<file path="src/rtl/pixel_wb_pkg.sv">
// Shared types, AXI constants and burst sizing helper for the
// pixel write-back controller.
package pixel_wb_pkg;

    typedef logic [1:0] state_t;

    localparam state_t ST_IDLE  = 2'd0;
    localparam state_t ST_RUN   = 2'd1;
    localparam state_t ST_DRAIN = 2'd2;

    localparam logic [2:0] SIZE_4B    = 3'b010;
    localparam logic [1:0] BURST_INCR = 2'b01;
    localparam logic [1:0] RESP_OKAY  = 2'b00;

    function automatic logic [7:0] burst_beats(
        input logic [31:0] rem,
        input logic [7:0]  bmax
    );
        return (rem >= {24'd0, bmax}) ? bmax : rem[7:0];
    endfunction

endpackage

</file>
<file path="src/rtl/pixel_writeback_ctrl_if.sv">
// Packed-word stream plus AXI4 AW/W/B channels of the write-back path.
// master = controller side, slave = packer/interconnect side.
interface pixel_writeback_ctrl_if #(
    parameter int ADDR_W = 32
);
    logic              data_valid_i;
    logic              data_ready_o;
    logic [31:0]       data_i;

    logic              awvalid_o;
    logic              awready_i;
    logic [ADDR_W-1:0] awaddr_o;
    logic [7:0]        awlen_o;
    logic [2:0]        awsize_o;
    logic [1:0]        awburst_o;

    logic              wvalid_o;
    logic              wready_i;
    logic [31:0]       wdata_o;
    logic [3:0]        wstrb_o;
    logic              wlast_o;

    logic              bvalid_i;
    logic              bready_o;
    logic [1:0]        bresp_i;

    modport master (
        input  data_valid_i, data_i, awready_i, wready_i,
        input  bvalid_i, bresp_i,
        output data_ready_o, awvalid_o, awaddr_o, awlen_o,
        output awsize_o, awburst_o, wvalid_o, wdata_o,
        output wstrb_o, wlast_o, bready_o
    );

    modport slave (
        output data_valid_i, data_i, awready_i, wready_i,
        output bvalid_i, bresp_i,
        input  data_ready_o, awvalid_o, awaddr_o, awlen_o,
        input  awsize_o, awburst_o, wvalid_o, wdata_o,
        input  wstrb_o, wlast_o, bready_o
    );

endinterface

</file>
<file path="src/rtl/pixel_wb_burst_gen.sv">
// Line/burst walker: splits each line into BURST_MAX-beat bursts with
// the remainder last; advances one burst per adv_i.
module pixel_wb_burst_gen
    import pixel_wb_pkg::*;
#(
    parameter int LEN_W     = 12,
    parameter int BURST_MAX = 16
) (
    input  logic             clk,
    input  logic             rst_n,
    input  logic             load_i,
    input  logic [LEN_W-1:0] line_words_i,
    input  logic [LEN_W-1:0] line_cnt_i,
    input  logic             adv_i,
    output logic [7:0]       beats_o,
    output logic             last_of_line_o,
    output logic             last_of_frame_o
);

    logic [LEN_W-1:0] words_cfg_q, words_cfg_d;
    logic [LEN_W-1:0] words_left_q, words_left_d;
    logic [LEN_W-1:0] lines_left_q, lines_left_d;

    always_comb begin
        beats_o         = burst_beats(32'(words_left_q), 8'(BURST_MAX));
        last_of_line_o  = words_left_q <= LEN_W'(BURST_MAX);
        last_of_frame_o = last_of_line_o && (lines_left_q == LEN_W'(1));
        words_cfg_d     = words_cfg_q;
        words_left_d    = words_left_q;
        lines_left_d    = lines_left_q;
        if (load_i) begin
            words_cfg_d  = line_words_i;
            words_left_d = line_words_i;
            lines_left_d = line_cnt_i;
        end else if (adv_i) begin
            if (last_of_line_o) begin
                words_left_d = words_cfg_q;
                lines_left_d = lines_left_q - LEN_W'(1);
            end else begin
                words_left_d = words_left_q - LEN_W'(BURST_MAX);
            end
        end
    end

    always_ff @(posedge clk or negedge rst_n) begin
        if (!rst_n) begin
            words_cfg_q  <= '0;
            words_left_q <= '0;
            lines_left_q <= '0;
        end else begin
            words_cfg_q  <= words_cfg_d;
            words_left_q <= words_left_d;
            lines_left_q <= lines_left_d;
        end
    end

endmodule

</file>
<file path="src/rtl/pixel_writeback_ctrl.sv">
// AXI4 write-back sequencer for one frame of packed pixel words:
// independent AW/W/B with bounded bursts in flight and W lead.
module pixel_writeback_ctrl
    import pixel_wb_pkg::*;
#(
    parameter int ADDR_W          = 32,
    parameter int LEN_W           = 12,
    parameter int BURST_MAX       = 16,
    parameter int MAX_OUTSTANDING = 4
) (
    input  logic                   clk,
    input  logic                   rst_n,
    input  logic                   start_i,
    input  logic [ADDR_W-1:0]      base_addr_i,
    input  logic [ADDR_W-1:0]      stride_i,
    input  logic [LEN_W-1:0]       line_words_i,
    input  logic [LEN_W-1:0]       line_cnt_i,
    output logic                   busy_o,
    output logic                   done_o,
    output logic                   err_o,
    output logic                   flush_o,
    pixel_writeback_ctrl_if.master bus
);

    localparam int OUT_W = $clog2(MAX_OUTSTANDING + 1);
    localparam int CMP_W = LEN_W + 1;

    state_t            state_q, state_d;
    logic              busy_q, busy_d, done_q, done_d;
    logic              err_q, err_d, flush_q, flush_d;
    logic              aw_done_q, aw_done_d, w_done_q, w_done_d;
    logic [ADDR_W-1:0] line_base_q, line_base_d;
    logic [ADDR_W-1:0] aw_addr_q, aw_addr_d;
    logic [ADDR_W-1:0] stride_q, stride_d;
    logic [LEN_W-1:0]  aw_cnt_q, aw_cnt_d, w_cnt_q, w_cnt_d;
    logic [OUT_W-1:0]  outst_q, outst_d;
    logic [7:0]        beat_q, beat_d;

    logic [7:0] aw_beats, w_beats;
    logic       aw_lol, aw_lof, w_lol, w_lof;
    logic       start_acc, zero_cfg, run, aw_valid, w_en, w_last;
    logic       aw_hs, w_hs, b_hs;

    pixel_wb_burst_gen #(.LEN_W(LEN_W), .BURST_MAX(BURST_MAX)) u_aw_gen (
        .clk, .rst_n, .load_i(start_acc), .line_words_i, .line_cnt_i,
        .adv_i(aw_hs), .beats_o(aw_beats),
        .last_of_line_o(aw_lol), .last_of_frame_o(aw_lof)
    );

    pixel_wb_burst_gen #(.LEN_W(LEN_W), .BURST_MAX(BURST_MAX)) u_w_gen (
        .clk, .rst_n, .load_i(start_acc), .line_words_i, .line_cnt_i,
        .adv_i(w_hs && w_last), .beats_o(w_beats),
        .last_of_line_o(w_lol), .last_of_frame_o(w_lof)
    );

    // W may run ahead of AW by at most MAX_OUTSTANDING completed bursts
    always_comb begin
        start_acc = start_i && (state_q == ST_IDLE) && !busy_q;
        zero_cfg  = (line_words_i == '0) || (line_cnt_i == '0);
        run       = state_q == ST_RUN;
        aw_valid  = run && !aw_done_q &&
                    (outst_q < OUT_W'(MAX_OUTSTANDING));
        w_en      = run && !w_done_q &&
                    ({1'b0, w_cnt_q} <
                     ({1'b0, aw_cnt_q} + CMP_W'(MAX_OUTSTANDING)));
        w_last    = beat_q == (w_beats - 8'd1);
        aw_hs     = aw_valid && bus.awready_i;
        w_hs      = w_en && bus.data_valid_i && bus.wready_i;
        b_hs      = (state_q != ST_IDLE) && bus.bvalid_i;
    end

    always_comb begin
        state_d     = state_q;
        busy_d      = busy_q;
        done_d      = 1'b0;
        flush_d     = 1'b0;
        err_d       = err_q;
        aw_done_d   = aw_done_q;
        w_done_d    = w_done_q;
        line_base_d = line_base_q;
        aw_addr_d   = aw_addr_q;
        stride_d    = stride_q;
        aw_cnt_d    = aw_cnt_q;
        w_cnt_d     = w_cnt_q;
        beat_d      = beat_q;
        outst_d     = outst_q + OUT_W'(aw_hs) - OUT_W'(b_hs);
        if (start_acc) begin
            busy_d      = 1'b1;
            flush_d     = 1'b1;
            err_d       = 1'b0;
            aw_done_d   = zero_cfg;
            w_done_d    = zero_cfg;
            line_base_d = base_addr_i;
            aw_addr_d   = base_addr_i;
            stride_d    = stride_i;
            aw_cnt_d    = '0;
            w_cnt_d     = '0;
            beat_d      = '0;
        end else if (done_q) begin
            busy_d = 1'b0;
        end
        if (aw_hs) begin
            aw_cnt_d = aw_cnt_q + LEN_W'(1);
            if (aw_lof) aw_done_d = 1'b1;
            if (aw_lol) begin
                line_base_d = line_base_q + stride_q;
                aw_addr_d   = line_base_q + stride_q;
            end else begin
                aw_addr_d = aw_addr_q + ADDR_W'(BURST_MAX * 4);
            end
        end
        if (w_hs) begin
            if (w_last) begin
                beat_d  = '0;
                w_cnt_d = w_cnt_q + LEN_W'(1);
                if (w_lol && w_lof) w_done_d = 1'b1;
            end else begin
                beat_d = beat_q + 8'd1;
            end
        end
        if (b_hs && (bus.bresp_i != RESP_OKAY)) err_d = 1'b1;
        unique case (state_q)
            ST_IDLE:  if (start_acc) state_d = zero_cfg ? ST_DRAIN : ST_RUN;
            ST_RUN:   if (aw_done_q && w_done_q) state_d = ST_DRAIN;
            ST_DRAIN: if (outst_q == '0) begin
                          state_d = ST_IDLE;
                          done_d  = 1'b1;
                      end
            default:  state_d = ST_IDLE;
        endcase
    end

    always_ff @(posedge clk or negedge rst_n) begin
        if (!rst_n) begin
            state_q     <= ST_IDLE;
            busy_q      <= 1'b0;
            done_q      <= 1'b0;
            err_q       <= 1'b0;
            flush_q     <= 1'b0;
            aw_done_q   <= 1'b0;
            w_done_q    <= 1'b0;
            line_base_q <= '0;
            aw_addr_q   <= '0;
            stride_q    <= '0;
            aw_cnt_q    <= '0;
            w_cnt_q     <= '0;
            outst_q     <= '0;
            beat_q      <= '0;
        end else begin
            state_q     <= state_d;
            busy_q      <= busy_d;
            done_q      <= done_d;
            err_q       <= err_d;
            flush_q     <= flush_d;
            aw_done_q   <= aw_done_d;
            w_done_q    <= w_done_d;
            line_base_q <= line_base_d;
            aw_addr_q   <= aw_addr_d;
            stride_q    <= stride_d;
            aw_cnt_q    <= aw_cnt_d;
            w_cnt_q     <= w_cnt_d;
            outst_q     <= outst_d;
            beat_q      <= beat_d;
        end
    end

    assign busy_o  = busy_q;
    assign done_o  = done_q;
    assign err_o   = err_q;
    assign flush_o = flush_q;

    assign bus.awvalid_o    = aw_valid;
    assign bus.awaddr_o     = aw_addr_q;
    assign bus.awlen_o      = aw_beats - 8'd1;
    assign bus.awsize_o     = SIZE_4B;
    assign bus.awburst_o    = BURST_INCR;
    assign bus.wvalid_o     = bus.data_valid_i && w_en;
    assign bus.data_ready_o = bus.wready_i && w_en;
    assign bus.wdata_o      = bus.data_i;
    assign bus.wstrb_o      = 4'hF;
    assign bus.wlast_o      = w_last;
    assign bus.bready_o     = state_q != ST_IDLE;

endmodule
</file>
<file path="src/flat_wrapper.sv">
// flat-port wrapper written by rule: the top's interface ports become plain ports
module pixel_writeback_ctrl_flat import pixel_wb_pkg::*;
#(
    parameter int ADDR_W          = 32,
    parameter int LEN_W           = 12,
    parameter int BURST_MAX       = 16,
    parameter int MAX_OUTSTANDING = 4
)
  (clk, rst_n, start_i, base_addr_i, stride_i, line_words_i, line_cnt_i, busy_o, done_o, err_o, flush_o, bus_data_valid_i, bus_data_i, bus_awready_i, bus_wready_i, bus_bvalid_i, bus_bresp_i, bus_data_ready_o, bus_awvalid_o, bus_awaddr_o, bus_awlen_o, bus_awsize_o, bus_awburst_o, bus_wvalid_o, bus_wdata_o, bus_wstrb_o, bus_wlast_o, bus_bready_o);
  pixel_writeback_ctrl_if #(.ADDR_W(ADDR_W)) bus_i ();
  input  logic clk;
  input  logic rst_n;
  input  logic start_i;
  input  logic [ADDR_W-1:0] base_addr_i;
  input  logic [ADDR_W-1:0] stride_i;
  input  logic [LEN_W-1:0] line_words_i;
  input  logic [LEN_W-1:0] line_cnt_i;
  output logic busy_o;
  output logic done_o;
  output logic err_o;
  output logic flush_o;
  input wire logic [$bits(bus_i.data_valid_i)-1:0] bus_data_valid_i;
  input wire logic [$bits(bus_i.data_i)-1:0] bus_data_i;
  input wire logic [$bits(bus_i.awready_i)-1:0] bus_awready_i;
  input wire logic [$bits(bus_i.wready_i)-1:0] bus_wready_i;
  input wire logic [$bits(bus_i.bvalid_i)-1:0] bus_bvalid_i;
  input wire logic [$bits(bus_i.bresp_i)-1:0] bus_bresp_i;
  output wire logic [$bits(bus_i.data_ready_o)-1:0] bus_data_ready_o;
  output wire logic [$bits(bus_i.awvalid_o)-1:0] bus_awvalid_o;
  output wire logic [$bits(bus_i.awaddr_o)-1:0] bus_awaddr_o;
  output wire logic [$bits(bus_i.awlen_o)-1:0] bus_awlen_o;
  output wire logic [$bits(bus_i.awsize_o)-1:0] bus_awsize_o;
  output wire logic [$bits(bus_i.awburst_o)-1:0] bus_awburst_o;
  output wire logic [$bits(bus_i.wvalid_o)-1:0] bus_wvalid_o;
  output wire logic [$bits(bus_i.wdata_o)-1:0] bus_wdata_o;
  output wire logic [$bits(bus_i.wstrb_o)-1:0] bus_wstrb_o;
  output wire logic [$bits(bus_i.wlast_o)-1:0] bus_wlast_o;
  output wire logic [$bits(bus_i.bready_o)-1:0] bus_bready_o;
  assign bus_i.data_valid_i = bus_data_valid_i;
  assign bus_i.data_i = bus_data_i;
  assign bus_i.awready_i = bus_awready_i;
  assign bus_i.wready_i = bus_wready_i;
  assign bus_i.bvalid_i = bus_bvalid_i;
  assign bus_i.bresp_i = bus_bresp_i;
  assign bus_data_ready_o = bus_i.data_ready_o;
  assign bus_awvalid_o = bus_i.awvalid_o;
  assign bus_awaddr_o = bus_i.awaddr_o;
  assign bus_awlen_o = bus_i.awlen_o;
  assign bus_awsize_o = bus_i.awsize_o;
  assign bus_awburst_o = bus_i.awburst_o;
  assign bus_wvalid_o = bus_i.wvalid_o;
  assign bus_wdata_o = bus_i.wdata_o;
  assign bus_wstrb_o = bus_i.wstrb_o;
  assign bus_wlast_o = bus_i.wlast_o;
  assign bus_bready_o = bus_i.bready_o;
  pixel_writeback_ctrl #(.ADDR_W(ADDR_W), .LEN_W(LEN_W), .BURST_MAX(BURST_MAX), .MAX_OUTSTANDING(MAX_OUTSTANDING)) u_core (.clk(clk), .rst_n(rst_n), .start_i(start_i), .base_addr_i(base_addr_i), .stride_i(stride_i), .line_words_i(line_words_i), .line_cnt_i(line_cnt_i), .busy_o(busy_o), .done_o(done_o), .err_o(err_o), .flush_o(flush_o), .bus(bus_i));
endmodule
</file>
<file path="config.mk">
export PLATFORM = sky130hd
export DESIGN_NAME = pixel_writeback_ctrl_flat
export DESIGN_NICKNAME = d
export VERILOG_FILES = /design/src/rtl/pixel_wb_pkg.sv /design/src/rtl/pixel_writeback_ctrl_if.sv /design/src/rtl/pixel_wb_burst_gen.sv /design/src/rtl/pixel_writeback_ctrl.sv /design/src/flat_wrapper.sv
export SDC_FILE = /design/constraint.sdc
export NUM_CORES = 1
export LEC_CHECK = 0
export ABC_CLOCK_PERIOD_IN_PS = 4450
export CORE_MARGIN = 4
export CORE_UTILIZATION = 34
export DETAILED_ROUTE_END_ITERATION = 16
export GPL_TIMING_DRIVEN = 0
export PLACE_DENSITY = 0.65
export SLEW_MARGIN = 15
export SYNTH_ARGS = -nofsm -noshare
export SYNTH_HDL_FRONTEND = slang
export SYNTH_SLANG_ARGS = --single-unit
</file>
<file path="constraint.sdc">
create_clock -name clk -period 4.45 [get_ports clk]
set_input_delay 1.335 -clock clk [delete_from_list [all_inputs] [get_ports clk]]
set_output_delay 1.335 -clock clk [all_outputs]
set_load 0.05 [all_outputs]
</file>
== Word level (Yosys, flattened, before mapping) ==
Cells that the tools add are included.
Widths: inputs -> output; s select.

* Output and inout port bits: 90
* Memory bits (read-only): 0
* Bits in registers: 199
* RAM bits: 0
* Logic and storage cells: 131
* Memories: 0
* Bits in latches: 0
* Bits of input ports: 129

* Equal/unequal tests: 8
* Reductions and logical operators: 37
* Bitwise operators: 0
* Shift operators: 0
* Muxes and demuxes: 47
* $mul: 0
* Div/mod/pow operators: 0
* Add/sub/neg operators: 14
* Order comparisons: 6

{| class="wikitable"
|+ Operators by type and width
! operator !! count
|-
| $mux 12 || 17
|-
| $mux 32 || 6
|-
| $mux 8 || 5
|-
| $add 32x32->32 || 1
|-
| $add 32x7->32 const B || 1
|-
| $add 12x1->12 const B || 2
|-
| $eq 12x1->1 const B || 2
|-
| $ge 12x5->1 const B || 2
|-
| $le 12x5->1 const B || 2
|-
| $logic_not 12->1 || 2
|-
| $sub 12x1->12 const B || 2
|-
| $sub 12x5->12 const B || 2
|-
| $reduce_bool 2->1 || 9
|-
| $logic_and 1x1->1 || 17
|-
| $sub 8x1->8 const B || 2
|-
| $mux 1 || 14
|-
| $add 12x3->13 const B || 1
|-
| $lt 12x13->1 || 1
|-
| $add 8x1->8 const B || 1
|-
| $eq 8x8->1 || 1
|-
| $mux 2 || 4
|-
| $pmux 2 s3 || 1
|-
| $ne 2x1->1 const B || 2
|-
| $reduce_and 2->1 || 2
|-
| 11 further kinds || 13
|}

== Longest topological paths before layout ==
Gate-level depths: netlist of run 1.

* Depth after elaboration: 8
* Mapped depth: 18
* Mapped depth without buffers: 14

== By module ==
A second synthesis of run 1 with hierarchy kept.

* Cell total of the unflattened synthesis: 1,600
* Area total of the unflattened synthesis: 13,708.1 sq um

{| class="wikitable"
|+ By module, submodules not included
! module !! cells each !! area an instance (sq um) !! times used !! seq. area each (sq um)
|-
| pixel_writeback_ctrl || 1,152 || 9,442.8 || 1 || 3,478.3
|-
| pixel_wb_burst_gen (u_core.u_w_gen) || 234 || 2,189.6 || 1 || 900.9
|-
| pixel_wb_burst_gen (u_core.u_aw_gen) || 214 || 2,075.7 || 1 || 900.9
|}

== Worst setup path after synthesis of run 1 ==
No wires, ideal clock.

* Kind: register -> output
* From: reg u_core.u_w_gen.words_left_q[4]
* To: out bus_wlast_o
* Arrival: 3.228 ns
* Path slack: -0.113 ns
* Cell stages (with the launch flop): 15
* Cells stage by stage: dfrtp_1 buf_6 inv_1 ha_1 or3b_1 buf_6 nor2_1 nand2_1 ha_1 xnor2_1 nor2_1 a22o_1 a32o_1 nand4_1 nor2_1

* Longest elaborated chain between the ends: 4

{| class="wikitable"
|+ RTL lines
! item !! RTL line !! text
|-
| start, declared || pixel_wb_burst_gen.sv:21 || <nowiki>logic [LEN_W-1:0] words_left_q, words_left_d;</nowiki>
|-
| start signal, assigned || pixel_wb_burst_gen.sv:52 || <nowiki>words_left_q <= words_left_d;</nowiki>
|-
| $ge 12x5->1 || pixel_wb_pkg.sv:19 || <nowiki>return (rem >= {24'd0, bmax}) ? bmax : rem[7:0];</nowiki>
|-
| $mux 8 (*) || pixel_wb_pkg.sv:19 ||
|-
| $sub 8x1->8 (*) || pixel_writeback_ctrl.sv:66 || <nowiki>w_last = beat_q == (w_beats - 8'd1);</nowiki>
|-
| $eq 8x8->1 (*) || pixel_writeback_ctrl.sv:66 ||
|-
| end, declared || flat_wrapper.sv:37 || <nowiki>output wire logic [$bits(bus_i.wlast_o)-1:0] bus_wlast_o;</nowiki>
|}

Every way passes the cells marked *; elsewhere a longest branch is shown, timed or not.

== Final worst setup path of run 1 ==
* From: reg u_core.u_w_gen.words_left_q[5]
* To: out bus_wlast_o

Same word-level chain as after synthesis.

==> results of run 1 <==
==> area by class of cell <==
| class | count | area [um^2] |
|---|---|---|
| Fill cell | 3659 | 20700 |
| Multi-Input combinational cell | 1168 | 7210 |
| Sequential cell | 199 | 4980 |
| Timing Repair Buffer | 199 | 1980 |
| Buffer | 113 | 633 |
| Tap cell | 504 | 631 |
| Clock buffer | 17 | 425 |
| Clock inverter | 15 | 190 |
| Inverter | 35 | 134 |
==> layer usage <==
metal,wire length (um),part of all wire,vias to the layer above
met5,0,0,-
met4,1690,0.038,0
met3,2910,0.066,104
met2,20700,0.47,495
met1,18700,0.43,5953
li1,-,-,5831
==> cell families (layout without fill, tap and decap cells) <==
| logic type | count (synthesis) | in the layout |
|---|---|---|
| AO/OA/AOI/OAI | 374 | 374 |
| XOR/XNOR | 62 | 62 |
| adder cells (fa/ha/maj) | 61 | 61 |
| buffers and inverters | 149 | 379 |
| flip-flops | 199 | 199 |
| multiplexers | 24 | 24 |
| other | 2 | 9 |
| AND/OR/NAND/NOR | 638 | 638 |
==> where the power goes <==
group / internal [uW] / switching, uW
clock network: 772 / 871
logic: 130 / 148
registers: 1810 / 0.695
total: 2710 / 1020
==> stage by stage <==
step | total power (uW) | area (um^2) | setup WS (ns)
floorplan | 1950 | 12800 | 0.0869
global placement | 2120 | 15200 | -6.74
detailed placement | 2130 | 15300 | -0.749
CTS | 3760 | 16000 | -0.227
global route | 3850 | 16200 | -0.148
finish | 3730 | 16200 | 0.00105
==> synthesized netlist by cell type, types with 30 or more instances <==
master	n	area share
o21ai_0	84	0.033
clkbuf_1	57	0.017
a21oi_1	85	0.033
inv_1	34	0.010
nand3_1	65	0.025
ha_1	59	0.058
o211ai_1	30	0.018
buf_4	43	0.025
xnor2_1	42	0.029
nand2_1	295	0.087
dfrtp_1	199	0.39
nor2_1	92	0.027
==> worst paths after layout <==
| path | end | slack, ns | cells past startpoint |
|---|---|---|---|
| max reg2reg | u_core.bus.awaddr_o[27]$_DFFE_PN0P_ | 0.46 | 7 |
| min | u_core.busy_o$_DFFE_PN0P_ | 0.45 | 1 |
| min reg2reg | u_core.busy_o$_DFFE_PN0P_ | 0.45 | 1 |
| min in group asynchronous | u_core.outst_q[2]$_DFF_PN0_ | 0.81 | 1 |
| max | bus_wlast_o | 0.001 | 14 |
| max in group asynchronous | u_core.bus.awaddr_o[25]$_DFFE_PN0P_ | 2.54 | 3 |
==> flip-flops by register name, indices dropped and copies added, names as in the netlist <==
| name | count |
|---|---|
| u_core.aw_cnt_q | 12 |
| u_core.aw_done_q | 1 |
| u_core.beat_q | 8 |
| u_core.bus.awaddr_o | 32 |
| u_core.busy_o | 1 |
| u_core.done_o | 1 |
| u_core.err_o | 1 |
| u_core.flush_o | 1 |
| u_core.line_base_q | 32 |
| u_core.outst_q | 3 |
| u_core.state_q | 2 |
| u_core.stride_q | 32 |
| u_core.u_aw_gen.lines_left_q | 12 |
| u_core.u_aw_gen.words_cfg_q | 12 |
| u_core.u_aw_gen.words_left_q | 12 |
| u_core.u_w_gen.lines_left_q | 12 |
| u_core.u_w_gen.words_left_q | 12 |
| u_core.w_cnt_q | 12 |
| u_core.w_done_q | 1 |
==> critical path: cells and delay by family, from the launching register on <==
kind | cells | cell delay [ns]
fa+ha+maj | 2 | 0.36
simple gates | 6 | 0.83
compound gates | 2 | 0.45
flops | 1 | 0.43
buf+inv | 3 | 0.42
xor+xnor | 1 | 0.16
==> what timing repair did <==
| action | CTS | global route |
|---|---|---|
| pin swaps | 1 | 17 |
| resized for setup | 35 | 27 |
| buffers inserted | 2 | 18 |
| endpoints found under the setup margin | 7 | 5 |
==> results.toml, run 1 <==
[run_status]
outcome = "complete, no violations"

[worst_setup_path]
critPathKind = "reg2out"
cp_data_required_time_ns = 3.12
crit_path_top_delay_cell = "dfrtp_1"
worstPathCellList = "inv_2 -> ha_4 -> or3b_1 -> buf_6 -> nor2_4 -> nand2_2 -> ha_4 -> xnor2_4 -> nor2_1 -> a22o_1 -> a32o_2 -> nand4_1 -> nor2_4 -> buf_8"
critPathCaptureType = "output pin"
worstPathMaxFanout = 7
worstReg2RegStart = "u_core.aw_done_q$_DFF_PN0_"
startpoint = "u_core.u_w_gen.words_left_q[5]$_DFFE_PN0P_"
cp_data_arrival_time_ns = 3.11
crit_path_max_incr_delay_ns = 0.43
startpoint_type = "flop"

[logic_synthesis]
synthCells = 1509
syn_avg_cell_area_um2 = 8.48
synth_edf_count = 0
yosys_warnings = 0
synth_xor_area_frac = 0.0424
ys.flop_type = "dfrtp_1"
synth_compound_area_frac = 0.192
synthSimpleGateAreaFrac = 0.236
async_flop_share = 1.00
synth_cell_type_count = 79
muxShareOfSynthArea = 0.0192
synth_top_family_by_area = "simple AND/OR/NAND/NOR gates"
ys_ff_latch = 199
synth-adder-area-share = 0.0608
syn_area_um2 = 12800
ys_seq_area_frac = 0.389

[global_route]
use_met1 = 0.271
overflow = 0
grt_pass1_vias = 11900
grt_use_met3 = 0.0425
antenna_found_initial = 0
gr-usage-met2 = 0.340
grt_max_degree = 78
grt_pass1_wl_mm = 67.3
grt_busiest_layer = "met2"
grt_use_total = 0.207

[layout]
antenna_cells = 0
finalNonFillerCells = 2250
syn2layout_area_growth_pct = 26.5
fin_util = 0.439
layout.nets = 1923
drive_gt1_frac = 0.0991
mostFrequentLayoutCell = "nand2_1"
final_cell_mix = "nand2_1, dfrtp_1, clkdlybuf4s50_1"

[sta]
relSlewSlack = 0.283
rsz0062_at_grt = "true"
max_freq_mhz = 225
finalHoldWorstSlack_ns = 0.448
setup_viol = 0
fin_setup_tns_ns = 0
skew_ns = 0.0216
tightest_slew_ns = 1.08
finalCritPeriodShare = 1.00
drv_slew = 0
final.min_clock_period_ns = 4.45
finalHoldViolCount = 0

[clock_tree]
clkSinkCount = 199
clk_pin_slew_ns = 0.08
cts_inserted_buffers = 17
clockRootBuffer = "clkbuf_16"
clk_path_buf_depth = 2
hold_buffers = 0
htreeDepth = 4
clkLatencyLatePin_ns = 0.48
cts_tree = "done"

[power_and_ir_drop]
p_leak_uw = 0.00753
p_per_area_nw_per_um2 = 230
vdd_ir_drop_max_mv = 0.248

[floorplan]
start_util = 0.347
die_h_um = 202
core_um2 = 36900
die-area_um2 = 40800
die_w_um = 202
pin_count = 219
core.rowCount = 70

[placement]
place_hpwl_mm = 33.2
placement.io_buffers = 177
dp.cells = 2199
gp_congestion = 0.911

[drt]
routed_wl_mm = 44.0
vias = 12400
wire_per_inst_um = 19.5
drt_iter0_markers = 948
remaining_drc_errors = 0
firstDrtPassIters = 5
routed_via_density = 5.50
ant_nets = 0

[job]
drv_cap = 0

[min_path]
hp-class = "reg2reg"
hold_start = "u_core.done_o$_DFF_PN0_"
Note: power is estimated with default switching activity, not from simulation.
==> run 2, diff against run 1 <==
--- a/config.mk
+++ b/config.mk
@@ -11,6 +11,7 @@
 export DETAILED_ROUTE_END_ITERATION = 16
 export GPL_TIMING_DRIVEN = 0
 export PLACE_DENSITY = 0.65
+export SKIP_CTS_REPAIR_TIMING = 1
 export SLEW_MARGIN = 15
 export SYNTH_ARGS = -nofsm -noshare
 export SYNTH_HDL_FRONTEND = slang
==> results.toml, run 2 (synthesized netlist as in run 1, its figures left out) <==
[global_route]
grt_pass1_vias = 11900
grt_use_total = 0.207
grt_pass1_wl_mm = 67.1
grt_max_degree = 78
overflow = 0
antenna_found_initial = 0

[worst_setup_path]
startpoint = "u_core.u_w_gen.words_left_q[5]$_DFFE_PN0P_"
cp_data_required_time_ns = 3.12
rr_endpoint = "u_core.bus.awaddr_o[27]$_DFFE_PN0P_"
worstReg2RegStart = "u_core.outst_q[2]$_DFF_PN0_"
crit_family = "simple AND/OR/NAND/NOR gates"
cp_data_arrival_time_ns = 3.30
startpoint_type = "flop"
crit_path_top_delay_cell = "dfrtp_1"
r2r_cells = 7
worstPathMaxFanout = 8
rrSetupSlack_ns = 0.41
critPathKind = "reg2out"
critPathCaptureType = "output pin"
path_buf_inv = 3
crit_path_max_incr_delay_ns = 0.42
worstPathCellList = "inv_1 -> ha_4 -> or3b_1 -> buf_6 -> nor2_4 -> nand2_2 -> ha_4 -> o31ai_1 -> xor2_1 -> nand3_2 -> a31o_4 -> nor2_2 -> buf_6"
cp.depth = 13
crit_end = "bus_wlast_o"

[clock_tree]
cts_tree = "done"
clk_path_buf_depth = 2
clkLatencyLatePin_ns = 0.48
cts_inserted_buffers = 17
clockRootBuffer = "clkbuf_16"
clk_pin_slew_ns = 0.08
clkSinkCount = 199
htreeDepth = 4

[drt]
vias = 12300
remaining_drc_errors = 0
routed_wl_mm = 43.7
firstDrtPassIters = 6
drt_iter0_markers = 880
ant_nets = 0
wire_per_inst_um = 19.5
routed_via_density = 5.48

[power_and_ir_drop]
pwr-share-comb = 0.075
vdd_ir_drop_max_mv = 0.249
p_sw_uw = 1020
seqPwrFrac = 0.485
netSwitchingFraction = 0.274
pwr-share-clk = 0.441
p_leak_uw = 0.00750
p_per_area_nw_per_um2 = 232
power.internal_uw = 2710
power.total_uw = 3730

[floorplan]
start_util = 0.347
core.rowCount = 70
die_h_um = 202
pin_count = 219
die-area_um2 = 40800
core_um2 = 36900
die_w_um = 202

[sta]
relSlewSlack = 0.277
setup_viol = 1
finalHoldViolCount = 0
fin_setup_tns_ns = -0.185
skew_ns = 0.0245
drv_slew = 0
rsz0062_at_grt = "true"
finalHoldWorstSlack_ns = 0.448
final.min_clock_period_ns = 4.64
max_freq_mhz = 216
setup_ws_ns = -0.185
tightest_slew_ns = 1.09
finalCritPeriodShare = 1.04

[layout]
mostFrequentLayoutCell = "nand2_1"
antenna_cells = 0
fin_util = 0.437
layout.nets = 1914
final_cell_mix = "nand2_1, dfrtp_1, clkdlybuf4s50_1"
fillers = 3667
drive_gt1_frac = 0.0921
seqCellArea_um2 = 4980
stdcell_area_um2 = 16100
syn2layout_area_growth_pct = 25.8
multi_input_area_um2 = 7190

[run_status]
violations = "negative setup slack"
outcome = "complete, but fails checks"

[placement]
placement.io_buffers = 177
gp_congestion = 0.911
dpl-instance-area_um2 = 15300
place_hpwl_mm = 33.2

[job]
drv_cap = 0

[min_path]
hp-class = "reg2reg"
-- run 2: cell types whose count changed in the layout (fill, tap and decap cells not counted), sizes merged --
cell | before | now
buf | 83 | 74
dlymetal6s2s | 0 | 3
dlygate4sd2 | 2 | 0
clkbuf | 75 | 74
-- run 2: how the worst min path moves through the flow --
stage / from / end / slack [ns] / cells past startpoint
3_3_place_gp: u_core.done_o$_DFF_PN0_ / u_core.busy_o$_DFFE_PN0P_ / 0.44 / 1
5_1_grt: u_core.done_o$_DFF_PN0_ / u_core.busy_o$_DFFE_PN0P_ / 0.49 / 1
2_1_floorplan: u_core.outst_q[0]$_DFF_PN0_ / u_core.done_o$_DFF_PN0_ / 0.43 / 1
6_report: u_core.done_o$_DFF_PN0_ / u_core.busy_o$_DFFE_PN0P_ / 0.45 / 1
4_1_cts: u_core.done_o$_DFF_PN0_ / u_core.busy_o$_DFFE_PN0P_ / 0.46 / 1
3_5_place_dp: u_core.done_o$_DFF_PN0_ / u_core.busy_o$_DFFE_PN0P_ / 0.45 / 1
-- run 2: power groups by stage --
stage | registers [uW] | clock network, uW | logic, uW
floorplan | 1850 | 0 | 104
global placement | 1850 | 0 | 275
detailed placement | 1840 | 0 | 281
CTS | 1810 | 1670 | 282
global route | 1810 | 1740 | 295
finish | 1810 | 1640 | 279
-- run 2: per-layer routing --
layer  vias to the layer above  wire [um]  part of all wire  global-route usage
li1                       5814          -                 -                   -
met1                      5917      18900              0.43               0.270
met2                       464      20600              0.47               0.339
met3                        88       2640             0.060              0.0422
met4                         0       1610             0.037              0.0793
met5                         -          0                 0                   0
-- run 2: layout make-up --
| type | count | share of cell area |
|---|---|---|
| Buffer | 113 | 0.0393 |
| Clock buffer | 17 | 0.0264 |
| Clock inverter | 15 | 0.0118 |
| Inverter | 35 | 0.00831 |
| Multi-Input combinational cell | 1168 | 0.446 |
| Sequential cell | 199 | 0.310 |
| Tap cell | 504 | 0.0392 |
| Timing Repair Buffer | 190 | 0.119 |
-- run 2: through the flow --
| stage | worst slack, ns | std cells |
|---|---|---|
| 2_1_floorplan | 0.0869 | 1516 |
| 3_3_place_gp | -6.74 | 2197 |
| 3_5_place_dp | -0.749 | 2199 |
| 4_1_cts | -1.28 | 2231 |
| 5_1_grt | -0.340 | 2241 |
| 6_report | -0.185 | 2241 |
